File: config.mk
export PLATFORM = sky130hd
export DESIGN_NAME = if_stage_flat
export DESIGN_NICKNAME = d
export VERILOG_FILES = /design/src/rtl/if_stage_if.sv /design/src/rtl/if_stage.sv /design/src/flat_wrapper.sv
export SDC_FILE = /design/constraint.sdc
export NUM_CORES = 1
export LEC_CHECK = 0
export CORE_MARGIN = 2
export CORE_UTILIZATION = 41
export CTS_BUF_LIST = sky130_fd_sc_hd__clkbuf_8
export DETAILED_ROUTE_END_ITERATION = 7
export PLACE_DENSITY = 0.89
export SYNTH_ARGS = -nofsm -noshare
export SYNTH_HDL_FRONTEND = slang
export SYNTH_SLANG_ARGS = --single-unit
File: constraint.sdc
create_clock -name clk -period 1.7 [get_ports clk]
set_input_delay 0.34 -clock clk [delete_from_list [all_inputs] [get_ports clk]]
set_output_delay 0.34 -clock clk [all_outputs]
set_load 0.02 [all_outputs]
File: src/rtl/if_stage_if.sv
// Fetch-stage bus: hazard/redirect controls, instruction-memory port and the
// decode-facing {pc, inst, valid} triple.
interface if_stage_if #(
    parameter int unsigned PC_WIDTH   = 32,
    parameter int unsigned INST_WIDTH = 32
);
    logic                  stall;
    logic                  redirect;
    logic [PC_WIDTH-1:0]   redirect_pc;
    logic [PC_WIDTH-1:0]   imem_addr;
    logic [INST_WIDTH-1:0] imem_rdata;
    logic [PC_WIDTH-1:0]   pc_out;
    logic [PC_WIDTH-1:0]   pc_plus4_out;
    logic [INST_WIDTH-1:0] inst_out;
    logic                  valid_out;

    modport master (
        input  stall, redirect, redirect_pc, imem_rdata,
        output imem_addr, pc_out, pc_plus4_out, inst_out, valid_out
    );

    modport slave (
        output stall, redirect, redirect_pc, imem_rdata,
        input  imem_addr, pc_out, pc_plus4_out, inst_out, valid_out
    );
endinterface

File: src/rtl/if_stage.sv
// Instruction-fetch stage: owns the fetch PC, drives a 1-cycle synchronous
// instruction memory and realigns its read data with the matching PC for decode.
module if_stage #(
    parameter int unsigned           PC_WIDTH   = 32,
    parameter int unsigned           INST_WIDTH = 32,
    parameter logic [PC_WIDTH-1:0]   RESET_PC   = 32'h0000_2000,
    parameter logic [INST_WIDTH-1:0] NOP_INST   = 32'h0000_0013
) (
    input  logic       clk,
    input  logic       rst,
    if_stage_if.master bus
);
    logic [PC_WIDTH-1:0]   pc_f;
    logic [PC_WIDTH-1:0]   pc_d;
    logic                  valid_d;
    logic                  hold_flag;
    logic [INST_WIDTH-1:0] inst_hold;
    logic [INST_WIDTH-1:0] inst_c;

    // During a stall the memory re-reads pc_f, so the data for pc_d must be captured once.
    always_comb begin
        inst_c = bus.imem_rdata;
        if (!valid_d) begin
            inst_c = NOP_INST;
        end else if (hold_flag) begin
            inst_c = inst_hold;
        end
    end

    always_ff @(posedge clk) begin
        if (rst) begin
            pc_f      <= RESET_PC;
            pc_d      <= RESET_PC;
            valid_d   <= 1'b0;
            hold_flag <= 1'b0;
            inst_hold <= NOP_INST;
        end else if (bus.redirect) begin
            // Word-align the target; the in-flight wrong-path read becomes a bubble.
            pc_f      <= bus.redirect_pc & ~PC_WIDTH'(3);
            valid_d   <= 1'b0;
            hold_flag <= 1'b0;
        end else if (bus.stall) begin
            if (!hold_flag) begin
                inst_hold <= inst_c;
                hold_flag <= 1'b1;
            end
        end else begin
            pc_d      <= pc_f;
            valid_d   <= 1'b1;
            pc_f      <= pc_f + PC_WIDTH'(4);
            hold_flag <= 1'b0;
        end
    end

    assign bus.imem_addr    = pc_f;
    assign bus.pc_out       = pc_d;
    assign bus.pc_plus4_out = pc_d + PC_WIDTH'(4);
    assign bus.inst_out     = inst_c;
    assign bus.valid_out    = valid_d;
endmodule

File: src/flat_wrapper.sv
// flat-port wrapper written by rule: the top's interface ports become plain ports
module if_stage_flat 
#(
    parameter int unsigned           PC_WIDTH   = 32,
    parameter int unsigned           INST_WIDTH = 32,
    parameter logic [PC_WIDTH-1:0]   RESET_PC   = 32'h0000_2000,
    parameter logic [INST_WIDTH-1:0] NOP_INST   = 32'h0000_0013
)
  (clk, rst, bus_stall, bus_redirect, bus_redirect_pc, bus_imem_rdata, bus_imem_addr, bus_pc_out, bus_pc_plus4_out, bus_inst_out, bus_valid_out);
  if_stage_if #(.PC_WIDTH(PC_WIDTH), .INST_WIDTH(INST_WIDTH)) bus_i ();
  input  logic clk;
  input  logic rst;
  input wire logic [$bits(bus_i.stall)-1:0] bus_stall;
  input wire logic [$bits(bus_i.redirect)-1:0] bus_redirect;
  input wire logic [$bits(bus_i.redirect_pc)-1:0] bus_redirect_pc;
  input wire logic [$bits(bus_i.imem_rdata)-1:0] bus_imem_rdata;
  output wire logic [$bits(bus_i.imem_addr)-1:0] bus_imem_addr;
  output wire logic [$bits(bus_i.pc_out)-1:0] bus_pc_out;
  output wire logic [$bits(bus_i.pc_plus4_out)-1:0] bus_pc_plus4_out;
  output wire logic [$bits(bus_i.inst_out)-1:0] bus_inst_out;
  output wire logic [$bits(bus_i.valid_out)-1:0] bus_valid_out;
  assign bus_i.stall = bus_stall;
  assign bus_i.redirect = bus_redirect;
  assign bus_i.redirect_pc = bus_redirect_pc;
  assign bus_i.imem_rdata = bus_imem_rdata;
  assign bus_imem_addr = bus_i.imem_addr;
  assign bus_pc_out = bus_i.pc_out;
  assign bus_pc_plus4_out = bus_i.pc_plus4_out;
  assign bus_inst_out = bus_i.inst_out;
  assign bus_valid_out = bus_i.valid_out;
  if_stage #(.PC_WIDTH(PC_WIDTH), .INST_WIDTH(INST_WIDTH), .RESET_PC(RESET_PC), .NOP_INST(NOP_INST)) u_core (.clk(clk), .rst(rst), .bus(bus_i));
endmodule
; ---- Word level (Yosys, flattened, before mapping)
; Cells that the tools add are included.
[word_totals]
inputBits = 68
word_cells = 20
register_bits = 98
[classes]
bitwise_logic = 3
reduce_logical = 3
n_addsub = 2
muxes = 5
eq_ne = 1
[op_table]
columns = operator, n
row1 = 32-bit two-way mux, 4
row2 = 32-bit by 3-bit adder with 32-bit output (second input constant), 2
row3 = 1-bit inverter, 3
row4 = 3-bit AND reduction, 1
row5 = 2-bit by 1-bit inequality test with 1-bit output (second input constant), 1
row6 = 2-bit AND reduction, 1
row7 = 2-bit OR reduction, 1
row8 = 1-bit two-way mux, 1

; ---- Depth between registers and ports, before layout
[depth]
ltp_word = 3
depth_mapped = 7

; ---- Worst setup path before layout
; Ideal clock, no wire load.
[synth_timing]
kind = reg2out
start = reg u_core.pc_d[17], in the netlist u_core.bus.pc_out[17]
end = out bus_pc_plus4_out[31]
arrival_ns = 1.903
slack_ns = -0.543
path_stages_with_launch = 6
cell_sequence = dfxtp_1 -> and4_2 -> nand4_4 -> nor4_4 -> nand4_1 -> xnor2_1
[synth_via]
elab_chain_len = 1
[synth_lines]
columns = element, line
row1 = start: declaration, if_stage.sv:14  ; logic [PC_WIDTH-1:0] pc_d;
row2 = start signal: assignment, if_stage.sv:48  ; pc_d <= pc_f;
row3 = 32-bit by 3-bit adder with 32-bit output, if_stage.sv:57  ; assign bus.pc_plus4_out = pc_d + PC_WIDTH'(4);
row4 = end: declaration, flat_wrapper.sv:19  ; output wire logic [$bits(bus_i.pc_plus4_out)-1:0] bus_pc_plus4_out;
; No other way between the ends.

; ---- Worst setup path in the final report
[layout_timing]
start = reg u_core.pc_d[12], in the netlist u_core.bus.pc_out[12]
end = out bus_pc_plus4_out[26]
; The elaborated chain is that of the path after synthesis.

==> metrics <==
area overhead of the layout relative to synthesis 76.2%; via count of the first global-routing pass 5887; DP HPWL 13200 um; number of synthesized flops with an enable pin 0; cell depth of the worst flop-to-flop path 6; Max Freq 403 MHz; Die Area roughly 13000 um2; post-synthesis xor/xnor area fraction 0.0890; number of synthesized register bits 94; synthesized-area fraction occupied by ao, oa, aoi and oai cells 0.123; largest driver fanout on the critical path 3; number of max-cap violations 0; layout cells sized above 1 0.349; cell internal pwr 3.73 mW; cell area after synthesis 5110 um2; post-placement cell count about 1.1k; clock insertion delay at the later pin of the skew report about 370 ps; final critical-path share of the clock period 1.46; Worst setup EP type output port; routed wire length around 21000 um; antenna-violating nets left 0; minimum period implied by the final worst setup slack between 2000 and 2500 ps; failing checks negative setup slack; Syn Area/Cell about 7.6 um2; class of the tightest hold or removal check in2reg; final-report setup violation count slightly below 60; Congestion Overflow GR 0; most frequent standard cell in the layout excluding fill and tap cells sky130_fd_sc_hd__buf_4; Residual DRC 0; main combinational cell family by area after synthesis simple AND/OR/NAND/NOR gates; relative contribution of the clock network to total power 0.319; Final Hold Viols 0; area share of the leading cell type in the synthesized netlist 0.368; Nets around 1.1k; type of the worst setup path reg2out; proportion of register bits with asynchronous set or reset after synthesis 0; launching element type of the critical path flip-flop; TritonCTS clock tree done; most frequently used flop master after synthesis sky130_fd_sc_hd__dfxtp_1; yosys synthesis warning count 0; share of synthesized area spent on multiplexers 0.0626; LEAKAGE between 4 and 5 nW; number of detailed-route iterations in the first pass 5; run status finished with violations; sequential fraction of the synthesis area 0.368; vias roughly 6.3k; Area contributors post-synth sky130_fd_sc_hd__dfxtp_1 (37%), sky130_fd_sc_hd__nand2_1 (11%), sky130_fd_sc_hd__a21oi_1 (7.8%); Die Height 116 um; antenna diode instance count 0; worst-case register-to-register setup slack -10 ps; Simple-Gate Fraction of Synth Area 0.290; number of buffers on the longest clock path 2; vias per cell 5.38; final non-filler cell total ~1.2k; fraction of power spent switching nets 0.294; Sequential Power Share 0.443; leading area contributor after synthesis sky130_fd_sc_hd__dfxtp_1; global-route wire length before repair slightly below 30000 um; worst voltage drop across the vdd grid between 500 and 600 uV; Mapped Cells 677; arrival time at the worst endpoint approximately 2100 ps; core region area 12100 um2; number of port buffers approximately 190; master cell of the clock root buffer sky130_fd_sc_hd__clkbuf_8; power per unit of standard cell area approximately 590 nW/um2; maximum number of pins on one net before global-route repair 70; number of I/O pins 197; number of clock sinks 94; global-route usage over all layers 0.279; PnR Total Power between 5 and 6 mW; switching power between 1.5 and 2 mW; Die W approximately 120 um; number of clock buffers inserted by TritonCTS 9; final worst-path setup slack -780 ps; gpl congestion around 0.90; final routed wire length divided by cell count around 18 um; drt initial violations 564; initial antenna violation count 0; pins over their slew limit 0; post-CTS clock slew at the launch and capture registers of the worst setup and hold paths around 100 ps; starting density of the core 0.422; share of total power in combinational logic 0.237; Max H-tree Level 3; Unique masters post-synth 52; adder and majority cell fraction of the synthesized area 0.00489; leading cell types in the layout, fill and taps excluded sky130_fd_sc_hd__buf_4 (183), sky130_fd_sc_hd__nand2_1 (148), sky130_fd_sc_hd__a21oi_1 (79); Hold Path Depth 2; unrepaired setup endpoints after global routing yes; number of standard-cell rows in the floorplan 40; WP data required roughly 1400 ps; worst clock skew 12.7 ps
flip-flops by register name (all words and copies together) (netlist names):
register / flops
u_core.inst_hold: 32
u_core.bus.imem_addr: 30
u_core.bus.pc_out: 30
u_core.bus.valid_out: 1
u_core.hold_flag: 1
cells in the mapped netlist (2+ instances only):
cell type                  instances
sky130_fd_sc_hd__a21o_1            3
sky130_fd_sc_hd__a21oi_1          80
sky130_fd_sc_hd__and2_1            5
sky130_fd_sc_hd__and3_1            5
sky130_fd_sc_hd__and4_1            3
sky130_fd_sc_hd__buf_1             4
sky130_fd_sc_hd__buf_2             6
sky130_fd_sc_hd__buf_4             6
sky130_fd_sc_hd__clkbuf_1         30
sky130_fd_sc_hd__dfxtp_1          94
sky130_fd_sc_hd__ha_1              2
sky130_fd_sc_hd__inv_1            26
sky130_fd_sc_hd__mux2i_1          32
sky130_fd_sc_hd__nand2_1         154
sky130_fd_sc_hd__nand3_1          19
sky130_fd_sc_hd__nand3b_1          4
sky130_fd_sc_hd__nand4_1          13
sky130_fd_sc_hd__nand4_4           2
sky130_fd_sc_hd__nand4b_1          2
sky130_fd_sc_hd__nor2_1           58
sky130_fd_sc_hd__nor2b_1           6
sky130_fd_sc_hd__nor3_1           15
sky130_fd_sc_hd__nor4_1            8
sky130_fd_sc_hd__o21a_1           16
sky130_fd_sc_hd__o21ai_0           7
sky130_fd_sc_hd__xnor2_1          21
sky130_fd_sc_hd__xor2_1           31
power by group through the flow:
| stage | clock [mW] | combinational (mW) | sequential, mW |
|---|---|---|---|
| finish | 1.68 | 1.25 | 2.34 |
| global route | 1.78 | 1.32 | 2.35 |
| CTS | 1.67 | 1.17 | 2.33 |
| detailed placement | 0 | 1.18 | 2.39 |
| global placement | 0 | 1.16 | 2.38 |
| floorplan | 0 | 0.424 | 2.51 |
metrics by stage:
stage | TNS, ps | setup WS, ps | area (um2) | util | hold slack (ps)
after floorplan | -1860 | -284 | 5290 | - | 436
after global placement | -31760 | -689 | 8110 | 0.670 | 442
after detailed placement | -33180 | -751 | 8110 | 0.670 | 448
after CTS | -17070 | -698 | 8570 | 0.707 | 311
after global routing | -24110 | -857 | 9010 | 0.744 | 326
final | -19420 | -780 | 9010 | 0.744 | 336
layout make-up:
cell class                      count  area, um2
Multi-Input combinational cell    514       3350
Timing Repair Buffer              357       3180
Fill cell                         809       3100
Sequential cell                    94       1950
Tap cell                          168        210
Clock buffer                       10        138
Inverter                           26       97.6
Clock inverter                      6       80.1
logic make-up (layout without fill, tap and decap cells):
group | count (synthesis) | after routing
AND/OR/NAND/NOR | 310 | 310
AO/OA/AOI/OAI | 112 | 112
flip-flops | 94 | 94
buffers and inverters | 74 | 399
XOR/XNOR | 52 | 52
multiplexers | 32 | 32
adder cells (fa/ha/maj) | 2 | 2
other | 1 | 6
final timing paths:
path,from,endpoint
worst max-delay path,u_core.bus.pc_out[12],bus_pc_plus4_out[26]
worst min-delay path,rst,u_core.bus.imem_addr[25]
worst max register to register,u_core.bus.imem_addr[8],u_core.bus.imem_addr[23]
worst min register to register,u_core.inst_hold[3],u_core.inst_hold[3]
worst max-delay path, cell delays in order, from the launching register on:
cell	delay (ps)
sky130_fd_sc_hd__dfxtp_2	340
sky130_fd_sc_hd__nand4_1	130
sky130_fd_sc_hd__buf_4	160
sky130_fd_sc_hd__nor2_2	220
sky130_fd_sc_hd__nand4_1	210
sky130_fd_sc_hd__buf_4	190
sky130_fd_sc_hd__nor3_2	130
sky130_fd_sc_hd__xor2_1	210
sky130_fd_sc_hd__buf_4	180
per-layer routing:
metal	global-route usage	up-vias	part of all wire
li1	-	2906	-
met1	0.350	2971	0.38
met2	0.465	357	0.50
met3	0.0518	91	0.070
met4	0.133	0	0.048
met5	0	-	0
what timing repair did:
action	in CTS	in global routing
gates resized for setup	426	62
cloned	1	1
endpoints found under the setup margin	123	83
pin swaps	32	38
setup buffers	29	30
hold buffers	0	0
Power figures use the tool's default switching activity.
